File: config.mk
export PLATFORM = sky130hd
export DESIGN_NAME = cam_update_all_loader_flat
export DESIGN_NICKNAME = d
export VERILOG_FILES = /design/src/rtl/cam_pkg.sv /design/src/rtl/cam_update_all_loader_if.sv /design/src/rtl/cam_beat_serializer.sv /design/src/rtl/cam_update_all_loader.sv /design/src/flat_wrapper.sv
export SDC_FILE = /design/constraint.sdc
export NUM_CORES = 1
export LEC_CHECK = 0
export CAP_MARGIN = 20
export CORE_UTILIZATION = 30
export DETAILED_ROUTE_END_ITERATION = 6
export PLACE_DENSITY = 0.62
export SYNTH_ARGS = -nofsm -noshare
export SYNTH_HDL_FRONTEND = slang
export SYNTH_SLANG_ARGS = --single-unit
File: constraint.sdc
create_clock -name clk -period 1.8 [get_ports clk]
set_clock_uncertainty 0.05 [all_clocks]
set_input_delay 0.36 -clock clk [delete_from_list [all_inputs] [get_ports clk]]
set_output_delay 0.36 -clock clk [all_outputs]
set_load 0.005 [all_outputs]
File: src/rtl/cam_pkg.sv
// cam_pkg: shared CAM opcodes and loader state encoding.
//   OP_*           FSM opcode constants driven on the state input
//   loader_state_e internal UPDATE_ALL loader states
package cam_pkg;
  localparam int OP_IDLE       = 0;
  localparam int OP_UPDATE_ALL = 1;
  localparam int OP_SEARCH     = 2;
  localparam int OP_UPDATE_ONE = 3;
  typedef enum logic [1:0] {L_IDLE, L_WAIT, L_DRAIN, L_DONE} loader_state_e;
endpackage

File: src/rtl/cam_update_all_loader_if.sv
// cam_update_all_loader_if: beat input stream plus CAM write port.
//   data_in/data_in_valid/in_ready  beat handshake (master drives data/valid)
//   wr_en/wr_addr/wr_data           CAM array write port (slave drives)
interface cam_update_all_loader_if #(
  parameter int C_DATA_WIDTH = 512,
  parameter int ENTRY_WIDTH  = 32,
  parameter int CAM_DEPTH    = 64
);
  logic [C_DATA_WIDTH-1:0]      data_in;
  logic                         data_in_valid;
  logic                         in_ready;
  logic                         wr_en;
  logic [$clog2(CAM_DEPTH)-1:0] wr_addr;
  logic [ENTRY_WIDTH-1:0]       wr_data;
  modport master (output data_in, data_in_valid, input in_ready, wr_en, wr_addr, wr_data);
  modport slave  (input data_in, data_in_valid, output in_ready, wr_en, wr_addr, wr_data);
endinterface

File: src/rtl/cam_beat_serializer.sv
// cam_beat_serializer: holds one beat and emits its entries one per step.
//   load_i  capture beat_i and restart at entry 0
//   step_i  advance to the next entry
//   entry_o current entry, last_o high on the final entry of the beat
module cam_beat_serializer #(
  parameter int C_DATA_WIDTH = 512,
  parameter int ENTRY_WIDTH  = 32
) (
  input  logic                    clk,
  input  logic                    rst,
  input  logic                    load_i,
  input  logic                    step_i,
  input  logic [C_DATA_WIDTH-1:0] beat_i,
  output logic [ENTRY_WIDTH-1:0]  entry_o,
  output logic                    last_o
);
  localparam int EPB = C_DATA_WIDTH / ENTRY_WIDTH;
  localparam int IW  = EPB > 1 ? $clog2(EPB) : 1;
  logic [EPB-1:0][ENTRY_WIDTH-1:0] buf_q;
  logic [IW-1:0]                   idx_q;
  always_ff @(posedge clk) begin
    if (rst) begin
      buf_q <= '0;
      idx_q <= '0;
    end else if (load_i) begin
      buf_q <= beat_i;
      idx_q <= '0;
    end else if (step_i) begin
      idx_q <= idx_q + 1'b1;
    end
  end
  assign entry_o = buf_q[idx_q];
  assign last_o  = idx_q == IW'(EPB - 1);
endmodule

File: src/rtl/cam_update_all_loader.sv
// cam_update_all_loader: unpacks UPDATE_ALL beats into sequential CAM writes.
//   clk/rst         clock, synchronous active-high reset
//   state           command FSM state (1 = UPDATE_ALL)
//   bus             beat stream in, CAM write port out
//   update_all_end  one-cycle pulse after the write to address CAM_DEPTH-1
//   load_cycles     load duration when CAM_LOAD_PERF_CNT_EN is defined, else 0
module cam_update_all_loader
  import cam_pkg::*;
#(
  parameter int C_DATA_WIDTH  = 512,
  parameter int OP_CODE_WIDTH = 3,
  parameter int ENTRY_WIDTH   = 32,
  parameter int CAM_DEPTH     = 64
) (
  input  logic                     clk,
  input  logic                     rst,
  input  logic [OP_CODE_WIDTH-1:0] state,
  cam_update_all_loader_if.slave   bus,
  output logic                     update_all_end,
  output logic [31:0]              load_cycles
);
  localparam int AW = $clog2(CAM_DEPTH);
  loader_state_e st_q;
  logic [AW-1:0] addr_q;
  logic          end_q;
  logic          upd;
  logic          last;
  assign upd            = state == OP_CODE_WIDTH'(OP_UPDATE_ALL);
  assign bus.in_ready   = st_q == L_WAIT;
  assign bus.wr_en      = st_q == L_DRAIN;
  assign bus.wr_addr    = addr_q;
  assign update_all_end = end_q;
  cam_beat_serializer #(.C_DATA_WIDTH(C_DATA_WIDTH), .ENTRY_WIDTH(ENTRY_WIDTH)) u_ser (
    .clk     (clk),
    .rst     (rst),
    .load_i  (bus.in_ready && bus.data_in_valid && upd),
    .step_i  (bus.wr_en),
    .beat_i  (bus.data_in),
    .entry_o (bus.wr_data),
    .last_o  (last)
  );
  always_ff @(posedge clk) begin
    if (rst) begin
      st_q   <= L_IDLE;
      addr_q <= '0;
      end_q  <= 1'b0;
    end else begin
      end_q <= 1'b0;
      // Leaving UPDATE_ALL from any active state aborts or finishes the load.
      if (st_q != L_IDLE && !upd) begin
        st_q   <= L_IDLE;
        addr_q <= '0;
      end else begin
        case (st_q)
          L_IDLE:  if (upd) st_q <= L_WAIT;
          L_WAIT:  if (bus.data_in_valid) st_q <= L_DRAIN;
          L_DRAIN: begin
            // Address saturates at the last entry; leftover entries of the beat are dropped.
            if (addr_q == AW'(CAM_DEPTH - 1)) begin
              st_q  <= L_DONE;
              end_q <= 1'b1;
            end else begin
              addr_q <= addr_q + 1'b1;
              if (last) st_q <= L_WAIT;
            end
          end
          default: st_q <= st_q;
        endcase
      end
    end
  end
`ifdef CAM_LOAD_PERF_CNT_EN
  logic [31:0] cyc_q;
  always_ff @(posedge clk) begin
    if (rst) cyc_q <= '0;
    else if (st_q == L_IDLE && upd) cyc_q <= '0;
    else if ((st_q == L_WAIT || st_q == L_DRAIN) && cyc_q != '1) cyc_q <= cyc_q + 1'b1;
  end
  assign load_cycles = cyc_q;
`else
  assign load_cycles = '0;
`endif
endmodule

File: src/flat_wrapper.sv
// flat-port wrapper written by rule: the top's interface ports become plain ports
module cam_update_all_loader_flat import cam_pkg::*;
#(
  parameter int C_DATA_WIDTH  = 512,
  parameter int OP_CODE_WIDTH = 3,
  parameter int ENTRY_WIDTH   = 32,
  parameter int CAM_DEPTH     = 64
)
  (clk, rst, state, update_all_end, load_cycles, bus_data_in, bus_data_in_valid, bus_in_ready, bus_wr_en, bus_wr_addr, bus_wr_data);
  cam_update_all_loader_if #(.C_DATA_WIDTH(C_DATA_WIDTH), .ENTRY_WIDTH(ENTRY_WIDTH), .CAM_DEPTH(CAM_DEPTH)) bus_i ();
  input  logic clk;
  input  logic rst;
  input  logic [OP_CODE_WIDTH-1:0] state;
  output logic update_all_end;
  output logic [31:0] load_cycles;
  input wire logic [$bits(bus_i.data_in)-1:0] bus_data_in;
  input wire logic [$bits(bus_i.data_in_valid)-1:0] bus_data_in_valid;
  output wire logic [$bits(bus_i.in_ready)-1:0] bus_in_ready;
  output wire logic [$bits(bus_i.wr_en)-1:0] bus_wr_en;
  output wire logic [$bits(bus_i.wr_addr)-1:0] bus_wr_addr;
  output wire logic [$bits(bus_i.wr_data)-1:0] bus_wr_data;
  assign bus_i.data_in = bus_data_in;
  assign bus_i.data_in_valid = bus_data_in_valid;
  assign bus_in_ready = bus_i.in_ready;
  assign bus_wr_en = bus_i.wr_en;
  assign bus_wr_addr = bus_i.wr_addr;
  assign bus_wr_data = bus_i.wr_data;
  cam_update_all_loader #(.C_DATA_WIDTH(C_DATA_WIDTH), .OP_CODE_WIDTH(OP_CODE_WIDTH), .ENTRY_WIDTH(ENTRY_WIDTH), .CAM_DEPTH(CAM_DEPTH)) u_core (.clk(clk), .rst(rst), .state(state), .bus(bus_i), .update_all_end(update_all_end), .load_cycles(load_cycles));
endmodule
=== Yosys cells after proc, flatten, opt, wreduce, memory -nomap -nowiden ===
Cells that the tools add are included.
W data, S select, Z words.

* Bits in registers: 525
* Bits of input ports: 518

* $add $sub $neg: 2
* Order comparisons: 1
* Eq/ne operators: 8
* Mux-type cells: 8
* Bitwise logic cells: 2
* Reductions and logical operators: 12

{| class="wikitable"
|+ Operators by type and width
! kind !! count
|-
| $bmux W32 S4 || 1
|-
| $mux W32 || 1
|-
| $mux W2 || 4
|-
| $add A6 B1 Y6 const B || 1
|-
| $eq A6 B6 Y1 const B || 1
|-
| $pmux W2 S3 || 1
|-
| $lt A4 B5 Y1 const B || 1
|-
| $add A4 B1 Y4 const B || 1
|-
| $eq A4 B4 Y1 const B || 1
|-
| $reduce_and A4 Y1 || 1
|-
| $reduce_or A2 Y1 || 2
|-
| $eq A3 B1 Y1 const B || 1
|-
| $logic_and A1 B1 Y1 || 3
|-
| $ne A3 B1 Y1 const B || 1
|-
| $reduce_bool A3 Y1 || 1
|-
| $reduce_or A3 Y1 || 1
|-
| $eq A2 B1 Y1 const B || 1
|-
| $eq A2 B2 Y1 const B || 1
|-
| $logic_not A2 Y1 || 1
|-
| $ne A2 B1 Y1 const B || 1
|-
| $ne A2 B2 Y1 const B || 1
|-
| $not A1 Y1 || 2
|-
| $reduce_and A2 Y1 || 1
|-
| $reduce_bool A2 Y1 || 1
|-
| other kinds (2) || 2
|}

=== Depth between registers and ports, before layout ===
* Depth in word-level cells: 4
* Mapped depth: 9

=== Modules after synthesis ===
From an unflattened synthesis, not the netlist that was laid out.

* Cell total of the unflattened synthesis: 2032
* Area total of the unflattened synthesis: 22477.8 sq um

{| class="wikitable"
|+ Modules (own cells, without submodules)
! module !! instances !! cells an instance !! area each (sq um)
|-
| cam_beat_serializer || 1 || 1939 || 21715.8
|-
| cam_update_all_loader || 1 || 93 || 762.0
|}

=== Least setup slack after synthesis ===
No wires, ideal clock.

* Path kind: reg-to-output
* Start: register u_core.u_ser.idx_q[0]
* End: output port bus_wr_data[10]
* Arrival: 1.549 ns
* Setup slack: -0.159 ns
* Stages on the path, launching flop included: 8
* Cell sequence: dfxtp_1 buf_2 buf_6 buf_2 buf_2 mux4_2 a22oi_1 nand2_1

* Word-level cells in the longest chain between the ends: 2

{| class="wikitable"
|+ Ends and longest elaborated chain
! what !! line !! text
|-
| start: declaration || cam_beat_serializer.sv:20 || <nowiki>logic [IW-1:0] idx_q;</nowiki>
|-
| start signal: assignment || cam_beat_serializer.sv:29 || <nowiki>idx_q <= idx_q + 1'b1;</nowiki>
|-
| $bmux W32 S4 || cam_beat_serializer.sv:32 || <nowiki>assign entry_o = buf_q[idx_q];</nowiki>
|-
| $mux W32 (implied by the code) || cam_beat_serializer.sv:32 ||
|-
| end: declaration || flat_wrapper.sv:21 || <nowiki>output wire logic [$bits(bus_i.wr_data)-1:0] bus_wr_data;</nowiki>
|}

No other way between the ends. The select of a mux whose other input is x is not followed.

=== Worst setup path after layout ===
* Start: register u_core.u_ser.idx_q[0]
* End: output port bus_wr_data[13]

Same word-level chain as after synthesis.

==> flow_summary.yaml <==
outcome:
  outcome: "finished with violations"
  violations: "design-rule violations, negative setup slack"
placement:
  io_buffers: 558
  dp.cells: 4089
  dp_hpwl_mm: 77.7
  post-place-ws_ns: -0.901
  dpl_cell_area_um2: 29900
  place_congestion: 0.946
setup_path:
  end_kind: "output pin"
  cp-start-kind: "register"
  crit_fanout: 6
  crit_arrival_ns: 2.58
  critPathKind: "register to output pin"
  cp.required_ns: 1.39
synthesis:
  avgSynthCellArea_um2: 8.50
  synth_flop_cell: "dfxtp_1"
  ys_types: 32
  synth_top_area_share_pct: 47.6
  yosys_warnings: 0
  synthTopCellsByCount: "nand2_1, dfxtp_1, a21oi_1"
  synth_top_cell_by_area: "dfxtp_1"
  yosysSeqAreaShare_pct: 47.6
  synth_cells: 2598
  synth-edff-count: 0
  yosysMostFrequentCell: "nand2_1"
  ys_ff_latch: 525
  async_reset_ff_share_pct: 0
  synth.area.top_cells: "dfxtp_1, nand2_1, mux4_2"
  synth_area_um2: 22100
power_and_ir_drop:
  comb_power_share_pct: 9.6
  switching_share_pct: 23.3
  p_int_mw: 20.8
  ir_drop_mv: 0.669
  power.share.clock_pct: 46.4
  p_leak_nw: 11.3
  p_switching_mw: 6.32
  seq_power_share_pct: 44.0
  total_power_mw: 27.1
  powerDensity_nw_per_um2: 819
detailed_routing:
  drt_iter0_drc: 1878
  drt_first_pass_iters: 7
  ant_nets: 0
  vias: 21400
  detail_route.wl_per_cell_um: 22.9
  remaining_drc_errors: 1
  viasPerCell: 5.02
  routed_wl_mm: 97.8
floorplan:
  io_pins: 591
  rows: 99
  coreArea_um2: 73000
  initial_core_util_pct: 30.3
  fp.dieArea_um2: 74700
  die_width_um: 273
  dieHeight_um: 273
timing:
  rsz0062_at_grt: "yes"
  hold_violations: 0
  fmax_mhz: 334
  layout_min_cycle_time_ns: 2.99
  fin_crit_sh_pct: 166
  fin_ws_ns: -1.19
  setup_viol: 33
  slew_violations: 0
cts:
  cts_num_sinks: 525
  root_buffer: "clkbuf_16"
  cts_inserted_buffers: 56
  cts_max_level: 2
  clkSlewWorstSetupHoldPaths_ns: 0.06
  clk_latency_ns: 0.61
  clock_path_buffers: 3
  cts_tree: "built"
global_routing:
  antenna_found_initial: 17
  grt_overflow: 0
  grt_usage_pct: 25.0
  grt_pass1_wl_mm: 136
  grt_pass1_vias: 20800
  grt_start_max_net_pins: 73
worst_hold_path:
  hp-class: "input port to register"
finish:
  area_growth_syn_to_layout_pct: 50.0
  layout.nets: 3768
  finalInstanceArea_um2: 33100
  fillers: 6993
  drive_gt1_share_pct: 18.3
  fin_cells: 4262
job:
  maxCapViolations: 0
## power groups by stage
stage	clock, mW	combinational (mW)	sequential (mW)
finish	12.6	2.61	11.9
detailed placement	0	2.45	12.2
global placement	0	2.44	12.2
global route	13.2	2.77	11.9
CTS	12.7	2.57	11.9
floorplan	0	0.818	12.1
## path summary, 6_finish.rpt
kind                                        start                                   end  slack (ns)  cells past startpoint
min                              bus_data_in[277]  u_core.u_ser.buf_q[277]$_SDFFE_PP0P_        0.23                      3
max reg2reg    u_core.u_ser.idx_q[0]$_SDFFE_PP0N_           u_core.st_q[0]$_SDFFE_PP0P_       -0.01                      9
min reg2reg  u_core.u_ser.buf_q[452]$_SDFFE_PP0P_  u_core.u_ser.buf_q[452]$_SDFFE_PP0P_        0.40                      2
max            u_core.u_ser.idx_q[0]$_SDFFE_PP0N_                       bus_wr_data[13]       -1.19                      9
## metal layers
layer | vias to the layer above | part of all wire [%] | global-route usage (%)
li1 | 10000 | - | -
met4 | 0 | 5.3 | 13.3
met1 | 10300 | 37 | 28.5
met2 | 943 | 51 | 44.4
met3 | 187 | 7.0 | 4.44
met5 | - | 0 | 0
## final cells by class
cell class | instances | area, µm² | area share, %
Timing Repair Buffer | 806 | 8460 | 25.5
Tap cell | 959 | 1200 | 3.62
Inverter | 4 | 20.0 | 0.0604
Antenna cell | 14 | 35.0 | 0.106
Sequential cell | 525 | 10500 | 31.8
Clock buffer | 72 | 1560 | 4.71
Clock inverter | 31 | 453 | 1.37
Multi-Input combinational cell | 1851 | 10900 | 32.8
## registers in the layout, summed over array words and instances (netlist names)
register and flops:
u_core.u_ser.buf_q 512, u_core.update_all_end 1, u_core.u_ser.idx_q 4, u_core.bus.wr_addr 6, u_core.st_q 2
## kinds of logic after synthesis
family | synth area share, %
buffers and inverters | 5.81
xor gates and xnor gates | 0.238
DFF | 47.6
and+or+nand+nor | 18.7
adders and majority gates | 0.340
muxes | 13.1
other | 0.0170
AOI/OAI and AO/OA | 14.2
## worst max-delay path, stage by stage, from the launching register on
cell and delay [ns]:
dfxtp_4 0.38, buf_12 0.11, buf_12 0.12, buf_4 0.13, buf_12 0.10, buf_12 0.11
mux4_2 0.54, a22oi_2 0.24, nand2_4 0.08, buf_2 0.13
## metrics by stage
| step | hold WS (ns) | util (%) | setup TNS, ns |
|---|---|---|---|
| global placement | 0.389 | 41.0 | -160.72 |
| floorplan | 0.383 | - | -1.47 |
| global route | 0.220 | 45.4 | -37.87 |
| detailed placement | 0.395 | 41.0 | -172.27 |
| finish | 0.229 | 45.4 | -35.56 |
| CTS | 0.196 | 44.9 | -37.47 |
## what timing repair did
action	4_1_cts	5_1_grt
pin swaps	57	53
hold endpoints to repair	5	0
gates resized for setup	294	53
buffers inserted	44	18
hold buffers	1	0
setup endpoints to repair	41	95
cloned	1	2
## layout by cell type (no fill, tap or decap), types with 14 or more instances in the layout
cell type,netlist,layout
buf_4,53,140
diode_2,0,14
nand2_1,1059,1040
buf_12,0,64
clkbuf_16,0,59
conb_1,1,32
dfxtp_1,525,515
clkdlybuf4s50_1,0,516
a22oi_2,0,52
buf_6,6,51
a21oi_1,516,516
mux4_2,128,128
buf_2,72,14
(Power assumes the default switching activity.)
